--- src/rtl/basemul.sv ---
// basemul: Kyber base-case multiply (a0 + a1*X)(b0 + b1*X) mod (X^2 - zeta) using Montgomery reduction (q = 3329, R = 2^16).
// Optional macro BASEMUL_CANONICAL_EN adds a CANON state mapping r into [0, q-1] (latency 7 instead of 6).
`ifndef KYBER_POLY_WIDTH
`define KYBER_POLY_WIDTH 16
`endif

module basemul (
  input  logic                                clk,
  input  logic                                rst_n,
  input  logic                                start,
  input  logic signed [`KYBER_POLY_WIDTH-1:0] a [0:1],
  input  logic signed [`KYBER_POLY_WIDTH-1:0] b [0:1],
  input  logic signed [`KYBER_POLY_WIDTH-1:0] zeta,
  output logic signed [`KYBER_POLY_WIDTH-1:0] r [0:1],
  output logic                                valid
);

  localparam int W  = `KYBER_POLY_WIDTH;
  localparam int PW = 2 * W;
  localparam logic        [W-1:0] QINV = W'(-3327);
  localparam logic signed [W-1:0] Q    = W'(3329);

  typedef enum logic [2:0] {IDLE, MUL, RED1, ZMUL, RED2, SUM, CANON} state_t;

`ifdef BASEMUL_CANONICAL_EN
  localparam state_t LAST = CANON;
`else
  localparam state_t LAST = SUM;
`endif

  state_t state;
  state_t next_state;

  logic signed [W-1:0]  a_q [0:1];
  logic signed [W-1:0]  b_q [0:1];
  logic signed [W-1:0]  zeta_q;
  logic                 mul_phase;
  logic signed [PW-1:0] prod [0:3];
  logic signed [W-1:0]  red [0:3];
  logic signed [W-1:0]  red_z;
  logic signed [W-1:0]  red_in [0:3];
  logic signed [W-1:0]  x0, y0, x1, y1;
  logic signed [PW-1:0] p0, p1;
  logic                 accept;
  logic                 done;
`ifdef BASEMUL_CANONICAL_EN
  logic signed [W-1:0]  sum0, sum1;
`endif

  // Montgomery reduction: returns p * R^-1 mod q, in (-q, q) for in-range operands
  function automatic logic signed [W-1:0] mont_reduce(input logic signed [PW-1:0] p);
    logic        [W-1:0]  t;
    logic signed [PW-1:0] u;
    t = p[W-1:0] * QINV;
    u = p - PW'($signed(t)) * PW'(Q);
    return u[PW-1:W];
  endfunction

`ifdef BASEMUL_CANONICAL_EN
  function automatic logic signed [W-1:0] canon(input logic signed [W-1:0] x);
    logic signed [W-1:0] y;
    y = x;
    if (y < 0) y = y + Q;
    if (y < 0) y = y + Q;
    if (y >= Q) y = y - Q;
    if (y >= Q) y = y - Q;
    return y;
  endfunction
`endif

  always_ff @(posedge clk or negedge rst_n) begin
    if (!rst_n) state <= IDLE;
    else        state <= next_state;
  end

  // The last state doubles as an accept slot so back-to-back operations run at full rate
  always_comb begin
    next_state = state;
    unique case (state)
      IDLE:  if (start) next_state = MUL;
      MUL:   if (mul_phase) next_state = RED1;
      RED1:  next_state = ZMUL;
      ZMUL:  next_state = RED2;
      RED2:  next_state = SUM;
`ifdef BASEMUL_CANONICAL_EN
      SUM:   next_state = CANON;
      CANON: next_state = start ? MUL : IDLE;
`else
      SUM:   next_state = start ? MUL : IDLE;
      CANON: next_state = IDLE;
`endif
      default: next_state = IDLE;
    endcase
  end

  // Two shared multipliers: direct products over two MUL cycles, then the zeta product in ZMUL
  always_comb begin
    accept = start && (state == IDLE || state == LAST);
    done   = (state == LAST);
    x0 = a_q[0];
    y0 = b_q[0];
    x1 = a_q[1];
    y1 = b_q[1];
    if (state == MUL && mul_phase) begin
      y0 = b_q[1];
      y1 = b_q[0];
    end else if (state == ZMUL) begin
      x0 = red[1];
      y0 = zeta_q;
    end
  end

  assign p0 = PW'(x0) * PW'(y0);
  assign p1 = PW'(x1) * PW'(y1);

  always_comb begin
    for (int i = 0; i < 4; i++) red_in[i] = mont_reduce(prod[i]);
  end

  // RED2 reuses reducer 0 because the zeta product is parked in prod[0]
  always_ff @(posedge clk or negedge rst_n) begin
    if (!rst_n) begin
      for (int i = 0; i < 2; i++) begin
        a_q[i] <= '0;
        b_q[i] <= '0;
        r[i]   <= '0;
      end
      for (int i = 0; i < 4; i++) begin
        prod[i] <= '0;
        red[i]  <= '0;
      end
      zeta_q    <= '0;
      mul_phase <= 1'b0;
      red_z     <= '0;
      valid     <= 1'b0;
`ifdef BASEMUL_CANONICAL_EN
      sum0      <= '0;
      sum1      <= '0;
`endif
    end else begin
      valid <= done;
      if (accept) begin
        a_q[0] <= a[0];
        a_q[1] <= a[1];
        b_q[0] <= b[0];
        b_q[1] <= b[1];
        zeta_q <= zeta;
      end
      unique case (state)
        MUL: begin
          mul_phase <= ~mul_phase;
          if (!mul_phase) begin
            prod[0] <= p0;
            prod[1] <= p1;
          end else begin
            prod[2] <= p0;
            prod[3] <= p1;
          end
        end
        RED1: begin
          for (int i = 0; i < 4; i++) red[i] <= red_in[i];
        end
        ZMUL: prod[0] <= p0;
        RED2: red_z <= red_in[0];
`ifdef BASEMUL_CANONICAL_EN
        SUM: begin
          sum0 <= red_z + red[0];
          sum1 <= red[2] + red[3];
        end
        CANON: begin
          r[0] <= canon(sum0);
          r[1] <= canon(sum1);
        end
`else
        SUM: begin
          r[0] <= red_z + red[0];
          r[1] <= red[2] + red[3];
        end
`endif
        default: ;
      endcase
    end
  end

endmodule

--- config.mk ---
export PLATFORM = sky130hd
export DESIGN_NAME = basemul
export DESIGN_NICKNAME = d
export VERILOG_FILES = /design/src/rtl/basemul.sv
export SDC_FILE = /design/constraint.sdc
export NUM_CORES = 2
export LEC_CHECK = 0
export ABC_AREA = 1
export BUFFER_PORTS_ARGS = -buffer_cell sky130_fd_sc_hd__buf_2
export CORE_MARGIN = 3
export CORE_UTILIZATION = 60
export DETAILED_ROUTE_END_ITERATION = 6
export GPL_TIMING_DRIVEN = 0
export PLACE_DENSITY_LB_ADDON = 0.3
export SLEW_MARGIN = 25
export SYNTH_ARGS = -nofsm -noshare
export SYNTH_HDL_FRONTEND = slang
export SYNTH_SLANG_ARGS = --single-unit
--- constraint.sdc ---
create_clock -name clk -period 9.4 [get_ports clk]
set_clock_uncertainty 0.1 [all_clocks]
set_input_delay 1.88 -clock clk [delete_from_list [all_inputs] [get_ports clk]]
set_output_delay 1.88 -clock clk [all_outputs]
set_load 0.01 [all_outputs]
==> metrics <==
status=finished, violations left; failing checks=design-rule violations; non-filler cells, final=8617; multiplexer area fraction after synthesis=0.00825; IO Count=116; Die W=311 um; clock buffer depth=3; post-CTS setup buffers=0; DRT Pass-1 Iters=7; highest cell delay on the worst timing path=610 ps; most common cell after layout, fill and taps aside=inv_1; initial DRC count=3300; Post-Route WL=154000 um; Max stage delay cell, worst path=dfrtp_1; met3 GRT Util=0.0485; Clock transition at path regs=80 ps; Mean Syn Cell Area=7.80 um2; vias in the first global route=47400; Worst Path Required=9800 ps; maxcap violations=0; Starting Density=0.608; synth warn=0; Row Count=111; setup violators final=0; Yosys cell types=46; CTS buffer count=41; Inserted Diodes=0; Routed Antenna Nets=0; R2R Setup Slk=540 ps; # H-tree levels=2; initial antenna violation count=3; clock tree sinks=325; fin area=59600 um2; share of layout cells above drive strength 1=0.0534; synthesis-to-finish area growth=6.56%; commonest non-fill, non-tap cells in the layout=inv_1, nand2_1, ha_1; Post-synth EDFFs=0; Arrival @ worst endpoint=9260 ps; most frequent CP cell=ha_1; CTS tree=built; Least-Margin Pin Slew=996 ps; vias per inst=5.40; Setup CP Type=reg -> reg; gr busiest metal=met2; GR Overflow Total=0; maximum clock frequency=0.113 GHz; Gate Count Post-Synth=7179; total track usage=0.322; core box area=92100 um2; Final Hold Violating Endpoints=0; unrepaired setup endpoints after global routing=false; combinational family with the most area after synthesis=adder cells; sequential cell area=8130 um2; met1 usage=0.440; dpl hpwl=132000 um; Fill cells=8099; Bufs and invs on worst path=6; crit end category=flip-flop; Mapped Area=56000 um2; Main synth FF type=dfrtp_1; clock latency on the worst-skew pair=620 ps; Yosys reg bits=325; first-pass GRT wire length=249000 um; via count=46600; DRC=3; max-slew violation count=0; cell family with most CP delay=adder cells; Post-Syn Nets=8803; largest net degree at the start of global routing=93; DR WL/cell=17.9 um; placed cell count=8541; Simple-Gate Fraction of Synth Area=0.198; min-delay worst type=reg -> reg; Die H=311 um; sequential share of the synthesized area=0.145; area occupied by multi-input gates=40700 um2; Final Util=0.648; Final #Nets=8965; count of buffers from port buffering=115; Synth Area in Adders=0.445; hold buffers post-CTS=0; post-route clock period utilization=0.943; RePlAce Congestion=0.985; met2 GRT Util=0.524; Root Buffer=clkbuf_16; crit path max fanout=27; CTS resizes=0; asr flop ratio synth=1.00; compound-cell area share of the yosys netlist=0.0591; Setup TNS=0 ps; Synth Area in XOR/XNOR=0.0169; die area=97000 um2; Cell Area, Placed=58200 um2; fin crit period=8860 ps; worst relative slew slack=0.336; startpoint types=flip-flop
[layout make-up]
class,count,share of cell area
Multi-Input combinational cell,4993,0.683
Sequential cell,325,0.136
Inverter,1745,0.110
Tap cell,1243,0.0261
Clock buffer,54,0.0187
Timing Repair Buffer,119,0.0117
Buffer,116,0.00911
Clock inverter,22,0.00499
[worst min-delay path, delay by kind of cell, from the launching register on]
| family | cells | cell delay, ps |
|---|---|---|
| flip-flops | 1 | 340 |
| AND/OR/NAND/NOR | 2 | 100 |
[cells in the mapped netlist (5+ instances only)]
master	number	area, um2
a21o_1	13	97.6
a21oi_1	256	1280
a31oi_1	7	43.8
buf_1	7	26.3
buf_2	56	280
clkbuf_1	46	173
dfrtp_1	325	8130
fa_1	752	15100
ha_1	789	9870
inv_1	1701	6380
inv_2	40	150
mux2_2	41	462
nand2_1	1602	6010
nand3_1	336	1680
nand3b_1	36	270
nand4_1	75	469
nor2_1	575	2160
nor3_1	27	135
nor3b_1	5	37.5
o211ai_1	13	97.6
o21a_1	5	37.5
o21ai_0	219	1100
o21ai_1	19	95.1
o21ai_2	24	210
o21bai_1	23	173
o31ai_1	5	37.5
or2_1	18	113
or2_2	19	119
xnor2_1	54	473
xor2_1	54	473
[metal layers]
layer | vias to the layer above | part of all wire
met5 | - | 0.00018
met3 | 347 | 0.073
li1 | 22200 | -
met4 | 4 | 0.043
met2 | 1653 | 0.45
met1 | 22400 | 0.43
[stage by stage]
stage | setup WS (ps) | hold slack (ps)
floorplan | 1360 | 349
global placement | -113 | 354
detailed placement | 286 | 364
CTS | 245 | 378
global route | 72.0 | 397
finish | 536 | 374
[registers in the layout, indices dropped and copies added (netlist names), 16 cells and up]
| register | flops |
|---|---|
| red | 64 |
| b_q | 32 |
| a_q | 16 |
| prod | 128 |
| zeta_q | 16 |
| x1 | 16 |
| red_z | 16 |
| r | 32 |
[kinds of logic after synthesis]
logic type,count (synthesis)
XOR/XNOR,108
adder cells (fa/ha/maj),1541
buffers and inverters,1861
AO/OA/AOI/OAI,597
multiplexers,41
flip-flops,325
AND/OR/NAND/NOR,2706
[final timing paths]
path	cells after the start	startpoint	end
worst max-delay path	33	prod[64]	red[42]
worst min-delay path	2	r[28]	r[28]
worst max register to register	33	prod[64]	red[42]
worst min register to register	2	r[28]	r[28]
max in group asynchronous	3	rst_n	a_q[17]
min in group asynchronous	1	rst_n	red[7]
Power is not shown: default switching activity piles up to over one toggle a cycle in this logic, so the estimate is an artifact.
